[config.mk]
export PLATFORM = sky130hd
export DESIGN_NAME = sdio_spi_ctrl_flat
export DESIGN_NICKNAME = d
export VERILOG_FILES = /design/src/rtl/sdio_pkg.sv /design/src/rtl/sdio_spi_ctrl_if.sv /design/src/rtl/sdio_spi_shift.sv /design/src/rtl/sdio_spi_ctrl.sv /design/src/flat_wrapper.sv
export SDC_FILE = /design/constraint.sdc
export NUM_CORES = 1
export LEC_CHECK = 0
export CAP_MARGIN = 40
export CORE_MARGIN = 2
export CORE_UTILIZATION = 50
export CTS_CLUSTER_DIAMETER = 60
export DETAILED_ROUTE_END_ITERATION = 8
export PLACE_DENSITY_LB_ADDON = 0.15
export SYNTH_ARGS = -nofsm -noshare
export SYNTH_HDL_FRONTEND = slang
export SYNTH_SLANG_ARGS = --single-unit
[constraint.sdc]
create_clock -name C7M -period 2.65 [get_ports C7M]
set_input_delay 0.53 -clock C7M [delete_from_list [all_inputs] [get_ports C7M]]
set_output_delay 0.53 -clock C7M [all_outputs]
set_load 0.02 [all_outputs]
[src/rtl/sdio_pkg.sv]
// sdio_pkg: register map, status bit positions and FSM encodings shared by the SDIO SPI controller.
package sdio_pkg;
  localparam logic [1:0] REG_DATA   = 2'd0;
  localparam logic [1:0] REG_STATUS = 2'd1;
  localparam logic [1:0] REG_CTRL   = 2'd2;
  localparam logic [1:0] REG_DIV    = 2'd3;
  localparam int ST_BUSY = 7;
  localparam int ST_CS   = 6;
  localparam logic [2:0] BUS_IDLE   = 3'd0;
  localparam logic [2:0] BUS_DECODE = 3'd1;
  localparam logic [2:0] BUS_WAIT   = 3'd2;
  localparam logic [2:0] BUS_ACK    = 3'd3;
  localparam logic [2:0] BUS_END    = 3'd4;
  localparam logic [1:0] S_IDLE = 2'd0;
  localparam logic [1:0] S_LOW  = 2'd1;
  localparam logic [1:0] S_HIGH = 2'd2;
  function automatic logic [7:0] status_byte(input logic busy, input logic cs);
    status_byte = 8'h00;
    status_byte[ST_BUSY] = busy;
    status_byte[ST_CS] = cs;
  endfunction
endpackage

[src/rtl/sdio_spi_ctrl_if.sv]
// sdio_spi_ctrl_if: 68000-side bus signals of the SDIO SPI controller.
interface sdio_spi_ctrl_if;
  logic       SDIO_ACCESS, AS_n, DS_n, RW_n;
  logic [1:0] A_REG;
  logic [7:0] D_IN, D_OUT;
  logic       D_OE, DTACK_n;
  modport master (output SDIO_ACCESS, AS_n, DS_n, RW_n, A_REG, D_IN, input D_OUT, D_OE, DTACK_n);
  modport slave  (input SDIO_ACCESS, AS_n, DS_n, RW_n, A_REG, D_IN, output D_OUT, D_OE, DTACK_n);
endinterface

[src/rtl/sdio_spi_shift.sv]
// sdio_spi_shift: mode-0 MSB-first 8-bit SPI shifter with programmable half-period.
module sdio_spi_shift
  import sdio_pkg::*;
(
  input  logic       clk,
  input  logic       rst,
  input  logic       start_i,
  input  logic [7:0] tx_i,
  input  logic [7:0] div_i,
  input  logic       miso_i,
  output logic       busy_o,
  output logic       done_o,
  output logic       sck_o,
  output logic       mosi_o,
  output logic [7:0] rx_o
);
  logic [1:0] st_q, st_d;
  logic [7:0] cnt_q, cnt_d, hdiv_q, hdiv_d, sh_q, sh_d, rx_q, rx_d;
  logic [2:0] bit_q, bit_d;
  logic       sck_q, sck_d, mosi_q, mosi_d, tick;
  assign tick = cnt_q == hdiv_q;
  assign done_o = st_q == S_HIGH && tick && bit_q == 3'd7;
  always_comb begin
    st_d = st_q;
    cnt_d = cnt_q;
    hdiv_d = hdiv_q;
    sh_d = sh_q;
    rx_d = rx_q;
    bit_d = bit_q;
    sck_d = sck_q;
    mosi_d = mosi_q;
    case (st_q)
      S_IDLE: if (start_i) begin
        st_d = S_LOW;
        sh_d = tx_i;
        mosi_d = tx_i[7];
        hdiv_d = div_i;
        cnt_d = '0;
        bit_d = '0;
      end
      S_LOW: if (tick) begin
        st_d = S_HIGH;
        sck_d = 1'b1;
        rx_d = {rx_q[6:0], miso_i};
        cnt_d = '0;
      end else cnt_d = cnt_q + 8'd1;
      S_HIGH: if (tick) begin
        st_d = done_o ? S_IDLE : S_LOW;
        sck_d = 1'b0;
        sh_d = {sh_q[6:0], 1'b1};
        mosi_d = done_o ? 1'b1 : sh_q[6];
        bit_d = bit_q + 3'd1;
        cnt_d = '0;
      end else cnt_d = cnt_q + 8'd1;
      default: st_d = S_IDLE;
    endcase
  end
  always_ff @(posedge clk or posedge rst)
    if (rst) begin
      st_q <= S_IDLE;
      cnt_q <= '0;
      hdiv_q <= '0;
      sh_q <= '0;
      rx_q <= '0;
      bit_q <= '0;
      sck_q <= 1'b0;
      mosi_q <= 1'b1;
    end else begin
      st_q <= st_d;
      cnt_q <= cnt_d;
      hdiv_q <= hdiv_d;
      sh_q <= sh_d;
      rx_q <= rx_d;
      bit_q <= bit_d;
      sck_q <= sck_d;
      mosi_q <= mosi_d;
    end
  assign busy_o = st_q != S_IDLE;
  assign sck_o = sck_q;
  assign mosi_o = mosi_q;
  assign rx_o = rx_q;
endmodule

[src/rtl/sdio_spi_ctrl.sv]
// sdio_spi_ctrl: 68000 bus slave exposing DATA/STATUS/CONTROL/DIVIDER registers of an SPI SD-card port.
module sdio_spi_ctrl
  import sdio_pkg::*;
#(
  parameter logic [7:0] DIV_RESET = 8'd17,
  parameter int         ACK_DELAY = 2
) (
  input  logic C7M,
  input  logic RESET,
  sdio_spi_ctrl_if.slave bus,
  output logic SPI_SCK,
  output logic SPI_MOSI,
  output logic SPI_CS_n,
  input  logic SPI_MISO
);
  logic [1:0] as_sq, ds_sq, acc_sq;
  logic [2:0] st_q, st_d;
  logic [7:0] cnt_q, cnt_d, div_q, data_q, dout_q, rdata, rx;
  logic       ctrl_q, doe_q, dtack_q;
  logic       as_s, ds_s, acc_s, busy, done, ack_entry, wr, start, is_data;
  assign as_s = as_sq[1];
  assign ds_s = ds_sq[1];
  assign acc_s = acc_sq[1];
  assign is_data = bus.A_REG == REG_DATA;
  assign ack_entry = st_d == BUS_ACK;
  assign wr = ack_entry && !bus.RW_n;
  assign start = wr && is_data;
  assign rdata = is_data ? data_q :
                 bus.A_REG == REG_STATUS ? status_byte(busy, ctrl_q) :
                 bus.A_REG == REG_CTRL ? {7'b0, ctrl_q} : div_q;
  // Only DATA accesses stall on a running transfer; CONTROL/DIVIDER/STATUS always ack promptly.
  always_comb begin
    st_d = st_q;
    cnt_d = cnt_q;
    case (st_q)
      BUS_IDLE: if (acc_s && !ds_s) begin
        st_d = BUS_DECODE;
        cnt_d = '0;
      end
      BUS_DECODE: if (as_s) st_d = BUS_IDLE;
        else if (cnt_q == 8'(ACK_DELAY - 1)) st_d = (is_data && busy) ? BUS_WAIT : BUS_ACK;
        else cnt_d = cnt_q + 8'd1;
      BUS_WAIT: st_d = as_s ? BUS_IDLE : busy ? BUS_WAIT : BUS_ACK;
      BUS_ACK: st_d = BUS_END;
      BUS_END: st_d = as_s ? BUS_IDLE : BUS_END;
      default: st_d = BUS_IDLE;
    endcase
  end
  always_ff @(posedge C7M or posedge RESET)
    if (RESET) begin
      as_sq <= 2'b11;
      ds_sq <= 2'b11;
      acc_sq <= 2'b00;
      st_q <= BUS_IDLE;
      cnt_q <= '0;
      ctrl_q <= 1'b0;
      div_q <= DIV_RESET;
      data_q <= 8'hFF;
      dout_q <= '0;
      doe_q <= 1'b0;
      dtack_q <= 1'b1;
    end else begin
      as_sq <= {as_sq[0], bus.AS_n};
      ds_sq <= {ds_sq[0], bus.DS_n};
      acc_sq <= {acc_sq[0], bus.SDIO_ACCESS};
      st_q <= st_d;
      cnt_q <= cnt_d;
      if (wr && bus.A_REG == REG_CTRL) ctrl_q <= bus.D_IN[0];
      if (wr && bus.A_REG == REG_DIV) div_q <= bus.D_IN;
      if (done) data_q <= rx;
      if (ack_entry) begin
        dtack_q <= 1'b0;
        doe_q <= bus.RW_n;
        dout_q <= rdata;
      end else if (st_q == BUS_END && as_s) begin
        dtack_q <= 1'b1;
        doe_q <= 1'b0;
      end
    end
  sdio_spi_shift u_shift (
    .clk(C7M), .rst(RESET), .start_i(start), .tx_i(bus.D_IN), .div_i(div_q),
    .miso_i(SPI_MISO), .busy_o(busy), .done_o(done), .sck_o(SPI_SCK),
    .mosi_o(SPI_MOSI), .rx_o(rx)
  );
  assign SPI_CS_n = ~ctrl_q;
  assign bus.D_OUT = dout_q;
  assign bus.D_OE = doe_q;
  assign bus.DTACK_n = dtack_q;
endmodule

[src/flat_wrapper.sv]
// flat-port wrapper written by rule: the top's interface ports become plain ports
module sdio_spi_ctrl_flat import sdio_pkg::*;
#(
  parameter logic [7:0] DIV_RESET = 8'd17,
  parameter int         ACK_DELAY = 2
)
  (C7M, RESET, SPI_SCK, SPI_MOSI, SPI_CS_n, SPI_MISO, bus_SDIO_ACCESS, bus_AS_n, bus_DS_n, bus_RW_n, bus_A_REG, bus_D_IN, bus_D_OUT, bus_D_OE, bus_DTACK_n);
  sdio_spi_ctrl_if bus_i ();
  input  logic C7M;
  input  logic RESET;
  output logic SPI_SCK;
  output logic SPI_MOSI;
  output logic SPI_CS_n;
  input  logic SPI_MISO;
  input wire logic [$bits(bus_i.SDIO_ACCESS)-1:0] bus_SDIO_ACCESS;
  input wire logic [$bits(bus_i.AS_n)-1:0] bus_AS_n;
  input wire logic [$bits(bus_i.DS_n)-1:0] bus_DS_n;
  input wire logic [$bits(bus_i.RW_n)-1:0] bus_RW_n;
  input wire logic [$bits(bus_i.A_REG)-1:0] bus_A_REG;
  input wire logic [$bits(bus_i.D_IN)-1:0] bus_D_IN;
  output wire logic [$bits(bus_i.D_OUT)-1:0] bus_D_OUT;
  output wire logic [$bits(bus_i.D_OE)-1:0] bus_D_OE;
  output wire logic [$bits(bus_i.DTACK_n)-1:0] bus_DTACK_n;
  assign bus_i.SDIO_ACCESS = bus_SDIO_ACCESS;
  assign bus_i.AS_n = bus_AS_n;
  assign bus_i.DS_n = bus_DS_n;
  assign bus_i.RW_n = bus_RW_n;
  assign bus_i.A_REG = bus_A_REG;
  assign bus_i.D_IN = bus_D_IN;
  assign bus_D_OUT = bus_i.D_OUT;
  assign bus_D_OE = bus_i.D_OE;
  assign bus_DTACK_n = bus_i.DTACK_n;
  sdio_spi_ctrl #(.DIV_RESET(DIV_RESET), .ACK_DELAY(ACK_DELAY)) u_core (.C7M(C7M), .RESET(RESET), .bus(bus_i), .SPI_SCK(SPI_SCK), .SPI_MOSI(SPI_MOSI), .SPI_CS_n(SPI_CS_n), .SPI_MISO(SPI_MISO));
endmodule
==> impl_results.md <==
- Status: finished, final reports clean
- DR vias/cell: about 5.5
- Sequential share of power: 0.502
- Largest net degree at the start of global routing: 37
- Number of buffers added for setup after CTS: 0
- First DRT Iteration DRCs: between 100 and 150
- DRC viols: 0
- Max H-tree Level: 3
- Max-Cap Viols: 0
- N_diodes: 0
- Sw Share: 0.296
- Worst path required time: 2.87 ns
- WP buf/inv: 1
- IR drop worst, VDD: 0.547 mV
- Actual slew at the worst max-slew pin: 0.692 ns
- Critical Path End Type: register
- Clock root cell: clkbuf_8
- Max-slew violation count: 0
- Die width: 92.4 um
- Layout cells sized above 1: 0.273
- CTS max path bufs: 2
- Post-synthesis async set-or-reset flop share: 1.00
- Synth cell types: 54
- Post-synth EDFFs: 0
- Critical path's top delay family: simple AND/OR/NAND/NOR gates
- Final core utilization: 0.602
- IO Count: 30
- First drt pass iteration count: 4
- DP Wirelength: 5.62 mm
- CTS tree: done
- Dpl cells: 467
- Pre-CTS setup slack: -0.0171 ns
- Most frequently used flop master after synthesis: dfrtp_1
- Syn Nets: 359
- First-pass GRT wire length: 13.0 mm
- Initial antenna violation count: 0
- Post-CTS Resized: 0
- Pleak: 2.02 nW
- Slack of the critical path: 0.202 ns
- Tcrit/Tclk final: 0.924
- CTS Buf Count: 9
- Clock Latency Late Sink: 0.35 ns
- Fmax: between 400 and 500 MHz
- CP max FO: 8
- Critical path arrival: about 2.7 ns
- CTS sink count: 82
- Core area: 7650 um^2
- Clock power share: 0.283
- WHS: approximately 0.36 ns
- Power Dens Cells: 692 nW/um^2
- Routed via count: around 2600
- Biggest cell delay along the critical path: 0.56 ns
- Most frequent cells in the layout: dfrtp_1 (66), mux2_2 (39), nor2_1 (30)
- Area Growth Syn to Fin: 17.8%
- Fillers: 626
- Final setup viols: 0
- CP max-delay cell: and4b_1
- Initial core utilization: 0.511
- Routability Congestion: just under 0.8
- RSZ-0062 raised after global routing: no
- Final hold violation count: 0
- HP Class: register to register
- Die area: 8540 um^2
- Final min period: between 2 and 2.5 ns
- GR Util All Layers: 0.194
- Row count: 32
- Sw power: 0.000944 W
- Layout Skew: between 0.01 and 0.015 ns
- Internal: approximately 0.0022 W
- Remaining global-route overflow: 0
- Die Height: 92.4 um
- Logic pwr share: 0.215
- Post-Synthesis Cells: 332
- Most common cell after layout, fill and taps aside: dfrtp_1
- Post-route antenna net violation count: 0
- Final WL: 7.80 mm
- Yosys reg bits: 82
- Mapped Avg Cell Area: 11.8 um^2
- Final Net Count: 403
- Worst-path cell chain: inv_1 -> ha_1 -> nand3b_1 -> o21ai_0 -> a31o_2 -> and2_4 -> and4b_1 -> mux2_4
- Pwr Total: roughly 0.0032 W
- Startpoint Class: register
- Vias in the first global route: 2662
- Sequential-to-total area share from yosys stat: 0.530
- Post-cts hold buffer count: 0
- Worst setup path category: register to register
- Per-cell routed wire length: 16.1 um
- Reg clk slew, reported paths: 0.08 ns
- Worst rel slew slack: 0.534
- Buffers on Ports: 29
- Mapped Area: about 3900 um^2
- Fin cells: 483
- Syn. warnings: 0
## flip-flops by register name (all words and copies together) (netlist names)
signal	flops
u_core.u_shift.rx_o	8
u_core.bus.D_OE	1
u_core.data_q	8
u_core.div_q	8
u_core.ctrl_q	1
u_core.acc_sq	2
u_core.u_shift.st_q	2
u_core.u_shift.sh_q	7
u_core.u_shift.cnt_q	8
u_core.bus.DTACK_n	1
u_core.u_shift.hdiv_q	8
u_core.as_sq	2
u_core.cnt_q	8
u_core.bus.D_OUT	8
u_core.u_shift.mosi_o	1
u_core.u_shift.sck_o	1
u_core.st_q	3
u_core.u_shift.bit_q	3
u_core.ds_sq	2
## synth_stat cells, drive strengths merged, types with 8 or more instances
cell	instances	area [um^2]
o21ai	21	105
a22oi	8	60.1
mux2	47	559
dfstp	16	420
buf	8	47.5
xnor2	8	70.1
nand2	18	70.1
a21oi	15	86.3
dfrtp	66	1650
inv	13	48.8
ha	10	125
nor2	31	119
## through the flow
stage          TNS [ns]  area [um^2]
2_1_floorplan         0         3910
3_3_place_gp          0         4410
3_5_place_dp    -0.0879         4410
4_1_cts               0         4610
5_1_grt               0         4610
6_report              0         4610
## layer usage
layer	part of all wire	global-route usage	wire length, um
met1	0.49	0.268	3800
met2	0.48	0.308	3720
met3	0.024	0.0325	184
met4	0.012	0.0734	94
met5	0	0	0
## path summary, 6_finish.rpt
path | startpoint | to | slack [ns] | cells after the start
worst max-delay path | u_core.u_shift.st_q[0]$_DFFE_PP0P_ | u_core.div_q[6]$_DFFE_PP0P_ | 0.20 | 8
worst min-delay path | u_core.ds_sq[0]$_DFF_PP1_ | u_core.ds_sq[1]$_DFF_PP1_ | 0.36 | 0
max in group asynchronous | RESET | u_core.data_q[3]$_DFFE_PP1P_ | 1.40 | 3
worst max register to register | u_core.u_shift.st_q[0]$_DFFE_PP0P_ | u_core.div_q[6]$_DFFE_PP0P_ | 0.20 | 8
worst min register to register | u_core.ds_sq[0]$_DFF_PP1_ | u_core.ds_sq[1]$_DFF_PP1_ | 0.36 | 0
min in group asynchronous | RESET | u_core.u_shift.bit_q[1]$_DFFE_PP0P_ | 0.59 | 2
## layout make-up
type,count,area [um^2],share of cell area
flip-flops and latches,82,2070,0.450
multi-input cells,225,1730,0.375
repair buffers,45,435,0.0945
clock buffers,11,131,0.0285
well taps,102,128,0.0277
clock inverters,5,63.8,0.0139
inverters,13,50.0,0.0109
## kinds of logic (layout without fill, tap and decap cells)
| kind of cell | Yosys count | in the layout | synth area share |
|---|---|---|---|
| and+or+nand+nor | 91 | 91 | 0.131 |
| DFF | 82 | 82 | 0.530 |
| AOI/OAI and AO/OA | 61 | 61 | 0.0989 |
| muxes | 49 | 49 | 0.148 |
| buffers and inverters | 25 | 74 | 0.0285 |
| xor gates and xnor gates | 14 | 14 | 0.0314 |
| adders and majority gates | 10 | 10 | 0.0320 |
## power by group through the flow
stage                     combinational, W  sequential (W)  clock, W
after floorplan                   0.000330         0.00167         0
after global placement            0.000671         0.00162         0
after detailed placement          0.000689         0.00162         0
after CTS                         0.000694         0.00160  0.000924
after global routing              0.000751         0.00162  0.000968
final                             0.000685         0.00160  0.000902
Power figures use the tool's default switching activity.
